<file path="src/rtl/dmem_access_unit_if.sv">
// Data-memory request/response port.
//   master (access unit): drives dmem_read, dmem_write, dmem_address, dmem_wdata,
//                         dmem_byte_enable; receives dmem_rdata, dmem_resp.
//   slave  (memory)     : the mirror image.
interface dmem_access_unit_if;
  logic        dmem_read;
  logic        dmem_write;
  logic [31:0] dmem_address;
  logic [31:0] dmem_wdata;
  logic [3:0]  dmem_byte_enable;
  logic [31:0] dmem_rdata;
  logic        dmem_resp;

  modport master (
    output dmem_read, dmem_write, dmem_address, dmem_wdata, dmem_byte_enable,
    input  dmem_rdata, dmem_resp
  );

  modport slave (
    input  dmem_read, dmem_write, dmem_address, dmem_wdata, dmem_byte_enable,
    output dmem_rdata, dmem_resp
  );
endinterface

</file>
<file path="src/rtl/dmem_access_unit.sv">
// MEM-stage data-memory access unit for the pipelined RV32I core.
// Turns the EX/MEM latch (mem_read/mem_write, store/load funct3, ALU address,
// rs2 data) into a word-aligned request on the dmem port, formats load data
// for WB and stalls upstream through mem_ready until the access finishes.
// Ports:
//   clk, rst            clock, asynchronous active-high reset
//   ex_valid, mem_read, mem_write, store_op, load_op, addr, store_data
//                       EX/MEM latch contents
//   dmem                request/response data-memory port (master side)
//   load_result         formatted load value (registered)
//   mem_ready           1 = MEM stage may advance
//   access_fault        one-cycle pulse for misaligned/illegal (or timed-out) access
// Optional feature macro: DMEM_TIMEOUT_EN -- aborts an ACCESS after
// TIMEOUT_CYCLES cycles without dmem_resp.
module dmem_access_unit #(
  parameter int unsigned TIMEOUT_CYCLES = 255,
  parameter int unsigned CNT_W          = 8
) (
  input  logic                 clk,
  input  logic                 rst,
  input  logic                 ex_valid,
  input  logic                 mem_read,
  input  logic                 mem_write,
  input  logic [2:0]           store_op,
  input  logic [2:0]           load_op,
  input  logic [31:0]          addr,
  input  logic [31:0]          store_data,
  dmem_access_unit_if.master   dmem,
  output logic [31:0]          load_result,
  output logic                 mem_ready,
  output logic                 access_fault
);

  localparam logic [2:0] OP_B  = 3'd0;
  localparam logic [2:0] OP_H  = 3'd1;
  localparam logic [2:0] OP_W  = 3'd2;
  localparam logic [2:0] OP_BU = 3'd4;
  localparam logic [2:0] OP_HU = 3'd5;

  // Counter must be able to hold the timeout limit.
  if ((64'd1 << CNT_W) <= 64'(TIMEOUT_CYCLES)) begin : g_cfg_err
    $error("CNT_W too small for TIMEOUT_CYCLES");
  end

  typedef enum logic [1:0] {
    ST_IDLE   = 2'd0,
    ST_ACCESS = 2'd1,
    ST_DONE   = 2'd2
  } state_e;

  state_e      state_q, state_d;
  logic        rd_q, rd_d;
  logic        wr_q, wr_d;
  logic [31:0] addr_q, addr_d;
  logic [31:0] wdata_q, wdata_d;
  logic [3:0]  be_q, be_d;
  logic [2:0]  lop_q, lop_d;
  logic [1:0]  off_q, off_d;
  logic [31:0] lr_q, lr_d;
  logic        fault_q, fault_d;
`ifdef DMEM_TIMEOUT_EN
  logic [CNT_W-1:0] cnt_q, cnt_d;
`endif

  logic        op_c;
  logic        is_wr_c;
  logic        illegal_c;
  logic [3:0]  be_c;
  logic [31:0] wdata_c;
  logic [31:0] lane_c;
  logic [31:0] load_fmt_c;

  // Issue-side decode of the EX/MEM latch; write wins over read.
  always_comb begin
    op_c    = ex_valid & (mem_read | mem_write);
    is_wr_c = mem_write;
    if (is_wr_c) begin
      illegal_c = (store_op >= 3'd3) ||
                  ((store_op == OP_H) && addr[0]) ||
                  ((store_op == OP_W) && (addr[1:0] != 2'b00));
    end else begin
      illegal_c = (load_op == 3'b011) || (load_op[2:1] == 2'b11) ||
                  ((load_op == OP_W) && (addr[1:0] != 2'b00)) ||
                  (((load_op == OP_H) || (load_op == OP_HU)) && addr[0]);
    end
  end

  // Byte mask and lane-replicated write data.
  always_comb begin
    be_c    = 4'b1111;
    wdata_c = store_data;
    if (is_wr_c) begin
      case (store_op)
        OP_B: begin
          be_c    = 4'b0001 << addr[1:0];
          wdata_c = {4{store_data[7:0]}};
        end
        OP_H: begin
          be_c    = 4'b0011 << addr[1:0];
          wdata_c = {2{store_data[15:0]}};
        end
        default: begin
          be_c    = 4'b1111;
          wdata_c = store_data;
        end
      endcase
    end
  end

  // Load formatting from the lane latched at issue.
  always_comb begin
    lane_c = dmem.dmem_rdata >> {off_q, 3'b000};
    case (lop_q)
      OP_B:    load_fmt_c = {{24{lane_c[7]}}, lane_c[7:0]};
      OP_H:    load_fmt_c = {{16{lane_c[15]}}, lane_c[15:0]};
      OP_BU:   load_fmt_c = {24'h0, lane_c[7:0]};
      OP_HU:   load_fmt_c = {16'h0, lane_c[15:0]};
      default: load_fmt_c = dmem.dmem_rdata;
    endcase
  end

  // State and request registers.
  always_ff @(posedge clk or posedge rst) begin
    if (rst) begin
      state_q <= ST_IDLE;
      rd_q    <= 1'b0;
      wr_q    <= 1'b0;
      addr_q  <= 32'h0;
      wdata_q <= 32'h0;
      be_q    <= 4'h0;
      lop_q   <= 3'h0;
      off_q   <= 2'h0;
      lr_q    <= 32'h0;
      fault_q <= 1'b0;
`ifdef DMEM_TIMEOUT_EN
      cnt_q   <= '0;
`endif
    end else begin
      state_q <= state_d;
      rd_q    <= rd_d;
      wr_q    <= wr_d;
      addr_q  <= addr_d;
      wdata_q <= wdata_d;
      be_q    <= be_d;
      lop_q   <= lop_d;
      off_q   <= off_d;
      lr_q    <= lr_d;
      fault_q <= fault_d;
`ifdef DMEM_TIMEOUT_EN
      cnt_q   <= cnt_d;
`endif
    end
  end

  // Next-state and output logic.
  always_comb begin
    state_d   = state_q;
    rd_d      = rd_q;
    wr_d      = wr_q;
    addr_d    = addr_q;
    wdata_d   = wdata_q;
    be_d      = be_q;
    lop_d     = lop_q;
    off_d     = off_q;
    lr_d      = lr_q;
    fault_d   = 1'b0;
    mem_ready = 1'b0;
`ifdef DMEM_TIMEOUT_EN
    cnt_d     = cnt_q;
`endif
    case (state_q)
      ST_IDLE: begin
        if (!op_c) begin
          mem_ready = 1'b1;
        end else if (illegal_c) begin
          fault_d = 1'b1;
          lr_d    = 32'h0;
          state_d = ST_DONE;
        end else begin
          rd_d    = ~is_wr_c;
          wr_d    = is_wr_c;
          addr_d  = {addr[31:2], 2'b00};
          wdata_d = wdata_c;
          be_d    = be_c;
          lop_d   = load_op;
          off_d   = addr[1:0];
          state_d = ST_ACCESS;
`ifdef DMEM_TIMEOUT_EN
          cnt_d   = '0;
`endif
        end
      end
      ST_ACCESS: begin
        if (dmem.dmem_resp) begin
          rd_d    = 1'b0;
          wr_d    = 1'b0;
          if (rd_q) lr_d = load_fmt_c;
          state_d = ST_DONE;
        end
`ifdef DMEM_TIMEOUT_EN
        // A response in the timeout cycle takes priority (branch above).
        else if (cnt_q == CNT_W'(TIMEOUT_CYCLES - 1)) begin
          rd_d    = 1'b0;
          wr_d    = 1'b0;
          lr_d    = 32'h0;
          fault_d = 1'b1;
          state_d = ST_DONE;
        end else begin
          cnt_d = cnt_q + CNT_W'(1);
        end
`endif
      end
      ST_DONE: begin
        // Inputs deliberately ignored here so a stalled op is not reissued.
        mem_ready = 1'b1;
        state_d   = ST_IDLE;
      end
      default: state_d = ST_IDLE;
    endcase
  end

  assign dmem.dmem_read        = rd_q;
  assign dmem.dmem_write       = wr_q;
  assign dmem.dmem_address     = addr_q;
  assign dmem.dmem_wdata       = wdata_q;
  assign dmem.dmem_byte_enable = be_q;
  assign load_result           = lr_q;
  assign access_fault          = fault_q;

endmodule

</file>
<file path="src/flat_wrapper.sv">
// flat-port wrapper written by rule: the top's interface ports become plain ports
module dmem_access_unit_flat 
#(
  parameter int unsigned TIMEOUT_CYCLES = 255,
  parameter int unsigned CNT_W          = 8
)
  (clk, rst, ex_valid, mem_read, mem_write, store_op, load_op, addr, store_data, load_result, mem_ready, access_fault, dmem_dmem_read, dmem_dmem_write, dmem_dmem_address, dmem_dmem_wdata, dmem_dmem_byte_enable, dmem_dmem_rdata, dmem_dmem_resp);
  dmem_access_unit_if dmem_i ();
  input  logic clk;
  input  logic rst;
  input  logic ex_valid;
  input  logic mem_read;
  input  logic mem_write;
  input  logic [2:0] store_op;
  input  logic [2:0] load_op;
  input  logic [31:0] addr;
  input  logic [31:0] store_data;
  output logic [31:0] load_result;
  output logic mem_ready;
  output logic access_fault;
  output wire logic [$bits(dmem_i.dmem_read)-1:0] dmem_dmem_read;
  output wire logic [$bits(dmem_i.dmem_write)-1:0] dmem_dmem_write;
  output wire logic [$bits(dmem_i.dmem_address)-1:0] dmem_dmem_address;
  output wire logic [$bits(dmem_i.dmem_wdata)-1:0] dmem_dmem_wdata;
  output wire logic [$bits(dmem_i.dmem_byte_enable)-1:0] dmem_dmem_byte_enable;
  input wire logic [$bits(dmem_i.dmem_rdata)-1:0] dmem_dmem_rdata;
  input wire logic [$bits(dmem_i.dmem_resp)-1:0] dmem_dmem_resp;
  assign dmem_dmem_read = dmem_i.dmem_read;
  assign dmem_dmem_write = dmem_i.dmem_write;
  assign dmem_dmem_address = dmem_i.dmem_address;
  assign dmem_dmem_wdata = dmem_i.dmem_wdata;
  assign dmem_dmem_byte_enable = dmem_i.dmem_byte_enable;
  assign dmem_i.dmem_rdata = dmem_dmem_rdata;
  assign dmem_i.dmem_resp = dmem_dmem_resp;
  dmem_access_unit #(.TIMEOUT_CYCLES(TIMEOUT_CYCLES), .CNT_W(CNT_W)) u_core (.clk(clk), .rst(rst), .ex_valid(ex_valid), .mem_read(mem_read), .mem_write(mem_write), .store_op(store_op), .load_op(load_op), .addr(addr), .store_data(store_data), .dmem(dmem_i), .load_result(load_result), .mem_ready(mem_ready), .access_fault(access_fault));
endmodule
</file>
<file path="config.mk">
export PLATFORM = sky130hd
export DESIGN_NAME = dmem_access_unit_flat
export DESIGN_NICKNAME = d
export VERILOG_FILES = /design/src/rtl/dmem_access_unit_if.sv /design/src/rtl/dmem_access_unit.sv /design/src/flat_wrapper.sv
export SDC_FILE = /design/constraint.sdc
export NUM_CORES = 1
export LEC_CHECK = 0
export BUFFER_PORTS_ARGS = -buffer_cell sky130_fd_sc_hd__buf_2
export CORE_UTILIZATION = 43
export CTS_CLUSTER_SIZE = 30
export DETAILED_ROUTE_END_ITERATION = 16
export PLACE_DENSITY_LB_ADDON = 0.2
export SYNTH_ARGS = -nofsm -noshare
export SYNTH_HDL_FRONTEND = slang
export SYNTH_SLANG_ARGS = --single-unit
</file>
<file path="constraint.sdc">
create_clock -name clk -period 3.7 [get_ports clk]
set_clock_uncertainty 0.1 [all_clocks]
set_input_delay 0.74 -clock clk [delete_from_list [all_inputs] [get_ports clk]]
set_output_delay 0.74 -clock clk [all_outputs]
set_load 0.03 [all_outputs]
</file>
* Word level (Yosys, flattened, before mapping)
Index checks and enable logic that the tools add are counted.
** Operators by class
- Magnitude comparators :: 1
- Eq/ne operators :: 17
- Shift operators :: 3
- Multiplexer cells :: 27
- Bitwise operators :: 4
- Reduce and logical (&&, ||, !) cells :: 19
** Operators with widths (count)
- $mux W32 :: 5
- $pmux W32 S2 :: 2
- $pmux W32 S4 :: 1
- $shr A32 B5 Y16 :: 1
- $mux W1 :: 10
- $eq A3 B1 Y1 const B :: 3
- $eq A3 B2 Y1 const B :: 3
- $eq A3 B3 Y1 const B :: 3
- $pmux W4 S2 :: 1
- $logic_not A3 Y1 :: 2
- $logic_or A1 B1 Y1 :: 6
- $mux W2 :: 3
- $ne A2 B1 Y1 const B :: 3
- $pmux W1 S2 :: 3
- $reduce_and A5 Y1 :: 1
- $eq A2 B2 Y1 const B :: 2
- $logic_and A1 B1 Y1 :: 4
- $mux W4 :: 1
- $ne A2 B2 Y1 const B :: 2
- $pmux W2 S2 :: 1
- $reduce_and A4 Y1 :: 1
- $reduce_bool A2 Y1 :: 2
- $shl A1 B2 Y4 const A :: 1
- $shl A2 B2 Y4 const A :: 1
- other kinds (8) :: 9
** Storage, ports and cells
- Bits in registers :: 108
- Bits of input ports :: 108
- Output and inout bits :: 104
- Word-level logic and storage cells :: 81

* Longest topological paths before layout
- Depth after elaboration :: 8
- Depth in mapped cells :: 8
- Mapped depth without buffers :: 5

* Least setup slack after synthesis
Ideal clock, no wire load.
- Kind :: input to register
- Start :: input port addr[0]
- End :: register u_core.addr_q[10], in the netlist u_core.dmem.dmem_address[10]
- Setup time :: 0.117 ns
- Data arrival time :: 2.200 ns
- Data required time :: 3.483 ns
- Slack :: 1.283 ns
- Stages on the path :: 8
- Buffers on the path :: 3
- Path through :: buf_4 -> nor4_4 -> o21bai_2 -> a2111o_1 -> buf_2 -> buf_2 -> nand2_1 -> nand2_1
** Between the ends
- Longest elaborated chain between the ends :: 7
- Elaborated cells between the ends (all ways) :: 12
- Classes of those cells :: mux: 1; bitwise: 1; reduce/logical: 10
** RTL lines
- start, declared :: line flat_wrapper.sv:16 : input logic [31:0] addr;
- $reduce_bool A2 Y1 :: line dmem_access_unit.sv:80, dmem_access_unit.sv:83
- $logic_and A1 B1 Y1 :: line dmem_access_unit.sv:83 : ((load_op == OP_W) && (addr[1:0] != 2'b00)) ||
- $logic_or A1 B1 Y1 :: line dmem_access_unit.sv:82 : illegal_c = (load_op == 3'b011) || (load_op[2:1] == 2'b11) ||
- $logic_or A1 B1 Y1 :: line dmem_access_unit.sv:83
- $mux W1 (*) :: line dmem_access_unit.sv:77 : if (is_wr_c) begin
- $not A1 Y1 (no line) (*)
- $reduce_and A3 Y1 (no line) (*)
- end signal, assigned :: line dmem_access_unit.sv:142 : addr_q <= addr_d;
- end, declared :: line dmem_access_unit.sv:54 : logic [31:0] addr_q, addr_d;
Mark *: on every way between the ends. The rest lies on a longest branch, timed or not.
A chain may end at the register's enable or synchronous reset.

* Final worst setup path
- Start :: register u_core.state_q[0]
- End :: register u_core.lr_q[21], in the netlist u_core.load_result[21]
** Between the ends
- Longest elaborated chain between the ends :: 3
- Elaborated cells between the ends (all ways) :: 9
- Classes of those cells :: eq/ne: 5; mux: 1; reduce/logical: 3
** RTL lines
- start, declared :: line dmem_access_unit.sv:51 : state_e state_q, state_d;
- start signal, assigned :: line dmem_access_unit.sv:139 : state_q <= state_d;
- $eq A2 B1 Y1 / $logic_not A2 Y1 (equally long branches) :: line dmem_access_unit.sv:171 : case (state_q)
- $ne A2 B1 Y1 (no line), or another cell as far along
- $reduce_and A5 Y1 (no line)
- end signal, assigned :: line dmem_access_unit.sv:147 : lr_q <= lr_d;
- end, declared :: line dmem_access_unit.sv:59 : logic [31:0] lr_q, lr_d;
Several ways; a longest one is shown, not always the timed one.

==> flow_summary_export.csv <==
group,metric,value,unit
status,status,"completed",
power_and_ir_drop,p_leak,3.37,nW
timing,final.period_utilization,71.0,%
clock_tree,cts_tree,"built",
floorplanning,core,0.0114,sq mm
setup_path,cp-start-kind,"register",
setup_path,crit_slowest_cell,"a2111oi_4",
placed_design,port_buffers,209,
floorplanning,fp.dieH,110,um
routing,antenna_left,0,
setup_path,path_cells,"inv_1 > nor2_1 > nand3_2 > a2111oi_4 > a221o_1",
logic_synthesis,synth.largest_area_cell,"dfrtp_1",
layout,syn_to_final_growth,28.2,%
setup_path,critPathRequiredTime,3.88,ns
power_and_ir_drop,p_per_area,690,mW/mm^2
grt,grtUsageMet2,37.7,%
min_path,hold_class,"register to register",
power_and_ir_drop,clockPowerShare,21.6,%
clock_tree,root_buffer,"clkbuf_16",
setup_path,worst-path-buf-inv,1,
power_and_ir_drop,p_switching,0.00191,W
routing,drt_iter0_drc,298,
floorplanning,top_level_ports,212,
grt,gr-max-usage-layer,"met2",
layout,nets,827,
layout,fill_cells,1068,
layout,regArea,0.00270,sq mm
clock_tree,clkTransAtPathRegs,0.08,ns
layout,antenna_cells,0,
power_and_ir_drop,vdd_ir_drop_max,397,uV
routing,routedWlPerCell,15.7,um
setup_path,crit_path_max_incr_delay,0.93,ns
grt,grt_first_pass_wirelength,21200,um
layout,finalCoreUtilization,56.4,%
grt,grt_pass1_vias,4278,
logic_synthesis,ys_seq_elements,108,
clock_tree,cts_made_buffers,9,
power_and_ir_drop,combPwrFrac,38.3,%
timing,whs,0.379,ns
routing,vias_per_cell,5.20,
floorplanning,die-area,0.0121,sq mm
power_and_ir_drop,seqPwrFrac,40.0,%
grt,track_usage,22.9,%
setup_path,critPathCaptureType,"register",
clock_tree,clkLatencyLatePin,0.35,ns
timing,rsz0062_at_grt,"false",
power_and_ir_drop,intPower,0.00251,W
setup_path,rr_worst_depth,5,
placed_design,place_congestion,0.800,
floorplanning,dieWidth,110,um
logic_synthesis,synth_edf_count,0,
logic_synthesis,syn_area,0.00500,sq mm
clock_tree,cts.htree.levels,3,
timing,setup_viol,0,
clock_tree,cts_resized,0,
routing,dr_total_vias,4507,
routing,route.detailed.drc,0,
setup_path,path_delay_family,"compound AO/OA/AOI/OAI gates",
clock_tree,hold_buffers,0,
timing,maxSlewViolCount,0,
grt,grtUsageMet3,6.64,%
floorplanning,initial_core_util,44.0,%
timing,fin_crit,2.63,ns
timing,hold_viol,0,
clock_tree,cts_setup_buffers,0,
setup_path,crit_type,"register to register",
timing,fin_tns_setup,0,ns
flow_run,cap_violations,0,
timing,tightestPinTransition,0.950,ns
logic_synthesis,netlist_instances,529,
grt,antenna_found_initial,0,
timing,fmaxAchievable,381,MHz
layout,multi_input_area,0.00206,sq mm
logic_synthesis,yosys-top-cells-area,"dfrtp_1, nand2_1, nor2_1",
layout,drive_gt1_share,33.1,%
setup_path,path_depth,5,
routing,wirelength,13600,um
floorplanning,num_rows,39,
logic_synthesis,yosys.area.top_type_share,54.0,%
min_path,hold_path_depth,2,
grt,grt_use_met1,29.3,%
setup_path,crit_fanout,16,
power_and_ir_drop,switching_share,43.3,%
clock_tree,cts_max_path_buffers,2,
logic_synthesis,avgSynthCellArea,9.46,sq um
logic_synthesis,ys.flop_type,"dfrtp_1",
logic_synthesis,synth_cell_types,42,
timing,slew_headroom,36.7,%
logic_synthesis,ys_warn_count,0,
grt,grt_max_degree,62,
logic_synthesis,yosysMostFrequentCell,"nand2_1",
placed_design,dp_hpwl,9980,um
clock_tree,clock-sinks,108,
logic_synthesis,async_reset_ff_share,100,%
setup_path,crit_arrival,2.80,ns
grt,overflow,0,
routing,firstDrtPassIters,4,
logic_synthesis,synth_common_cells,"nand2_1, dfrtp_1, nor2_1",
logic_synthesis,seq_area_frac_synth,54.0,%
area by class of cell:
type                       count  area share, %
sequential                   108           42.2
multi-input combinational    374           32.2
timing repair buffer         215           17.4
clock buffer                   9           3.51
tap                          143           2.79
clock inverter                 7           1.27
inverter                      11          0.683
per-layer routing:
metal | share of wire [%] | up-vias
li1 | - | 2198
met1 | 43 | 2137
met2 | 48 | 160
met3 | 8.4 | 12
met4 | 1.1 | 0
met5 | 0 | -
tightest hold or removal path, cell delays in order, from the launching register on:
cell and delay (ns):
dfrtp_1 0.35, nand2_1 0.05, nand2_1 0.05
power by group through the flow:
stage / registers, W / logic, W / clock network (W)
2_1_floorplan: 0.00231 / 0.000627 / 0
3_3_place_gp: 0.00178 / 0.00169 / 0
3_5_place_dp: 0.00179 / 0.00171 / 0
4_1_cts: 0.00177 / 0.00171 / 0.000979
5_1_grt: 0.00182 / 0.00185 / 0.00103
6_report: 0.00177 / 0.00170 / 0.000957
sequential cells by signal, indices dropped and copies added, names as in the netlist:
name	count
u_core.dmem.dmem_wdata	32
u_core.dmem.dmem_write	1
u_core.state_q	2
u_core.load_result	32
u_core.access_fault	1
u_core.dmem.dmem_byte_enable	4
u_core.lop_q	3
u_core.off_q	2
u_core.dmem.dmem_address	30
u_core.dmem.dmem_read	1
placed cells by master, fill, tap and decap left out, types with 2 or more instances in the layout:
master	n
buf_2	209
nand2_1	168
dfrtp_1	108
nor2_1	45
a21oi_1	16
a221o_1	16
o21ai_0	15
mux2i_1	15
o31ai_1	15
o2bb2ai_1	12
inv_1	10
nor2b_1	9
o211ai_1	9
a31oi_1	9
clkbuf_16	9
a211oi_1	7
a22oi_1	6
o221ai_1	4
buf_4	4
nand2b_1	3
o21a_1	3
clkinv_8	3
a2111oi_4	2
and3_1	2
conb_1	2
clkinvlp_4	2
buf_12	2
cells by family after synthesis:
logic type,after synthesis,synth area share (%)
AND/OR/NAND/NOR,235,19.1
flip-flops,108,54.0
buffers and inverters,48,4.83
other,1,0.0750
AO/OA/AOI/OAI,121,18.5
multiplexers,16,3.45
path summary, 6_finish.rpt:
| path | start | to | slack, ns |
|---|---|---|---|
| hold reg to reg | u_core.dmem.dmem_address[21]$_DFFE_PP0P_ | u_core.dmem.dmem_address[21]$_DFFE_PP0P_ | 0.38 |
| min in group asynchronous | rst | u_core.load_result[1]$_DFFE_PP0P_ | 0.40 |
| hold / removal | u_core.dmem.dmem_address[21]$_DFFE_PP0P_ | u_core.dmem.dmem_address[21]$_DFFE_PP0P_ | 0.38 |
| max in group asynchronous | rst | u_core.dmem.dmem_wdata[2]$_DFFE_PP0P_ | 2.38 |
| setup / recovery | u_core.state_q[0]$_DFFE_PP0P_ | u_core.load_result[21]$_DFFE_PP0P_ | 1.07 |
| setup reg to reg | u_core.state_q[0]$_DFFE_PP0P_ | u_core.load_result[21]$_DFFE_PP0P_ | 1.07 |
through the flow:
step | instances | worst slack, ns | total power (W) | cell area, sq um
6_report | 867 | 1.07 | 0.00442 | 6410
5_1_grt | 867 | 0.815 | 0.00471 | 6410
4_1_cts | 867 | 1.07 | 0.00446 | 6410
3_5_place_dp | 851 | 0.756 | 0.00350 | 6100
3_3_place_gp | 851 | 0.820 | 0.00347 | 6100
2_1_floorplan | 530 | 0.0144 | 0.00294 | 5010
Power figures use the tool's default switching activity.
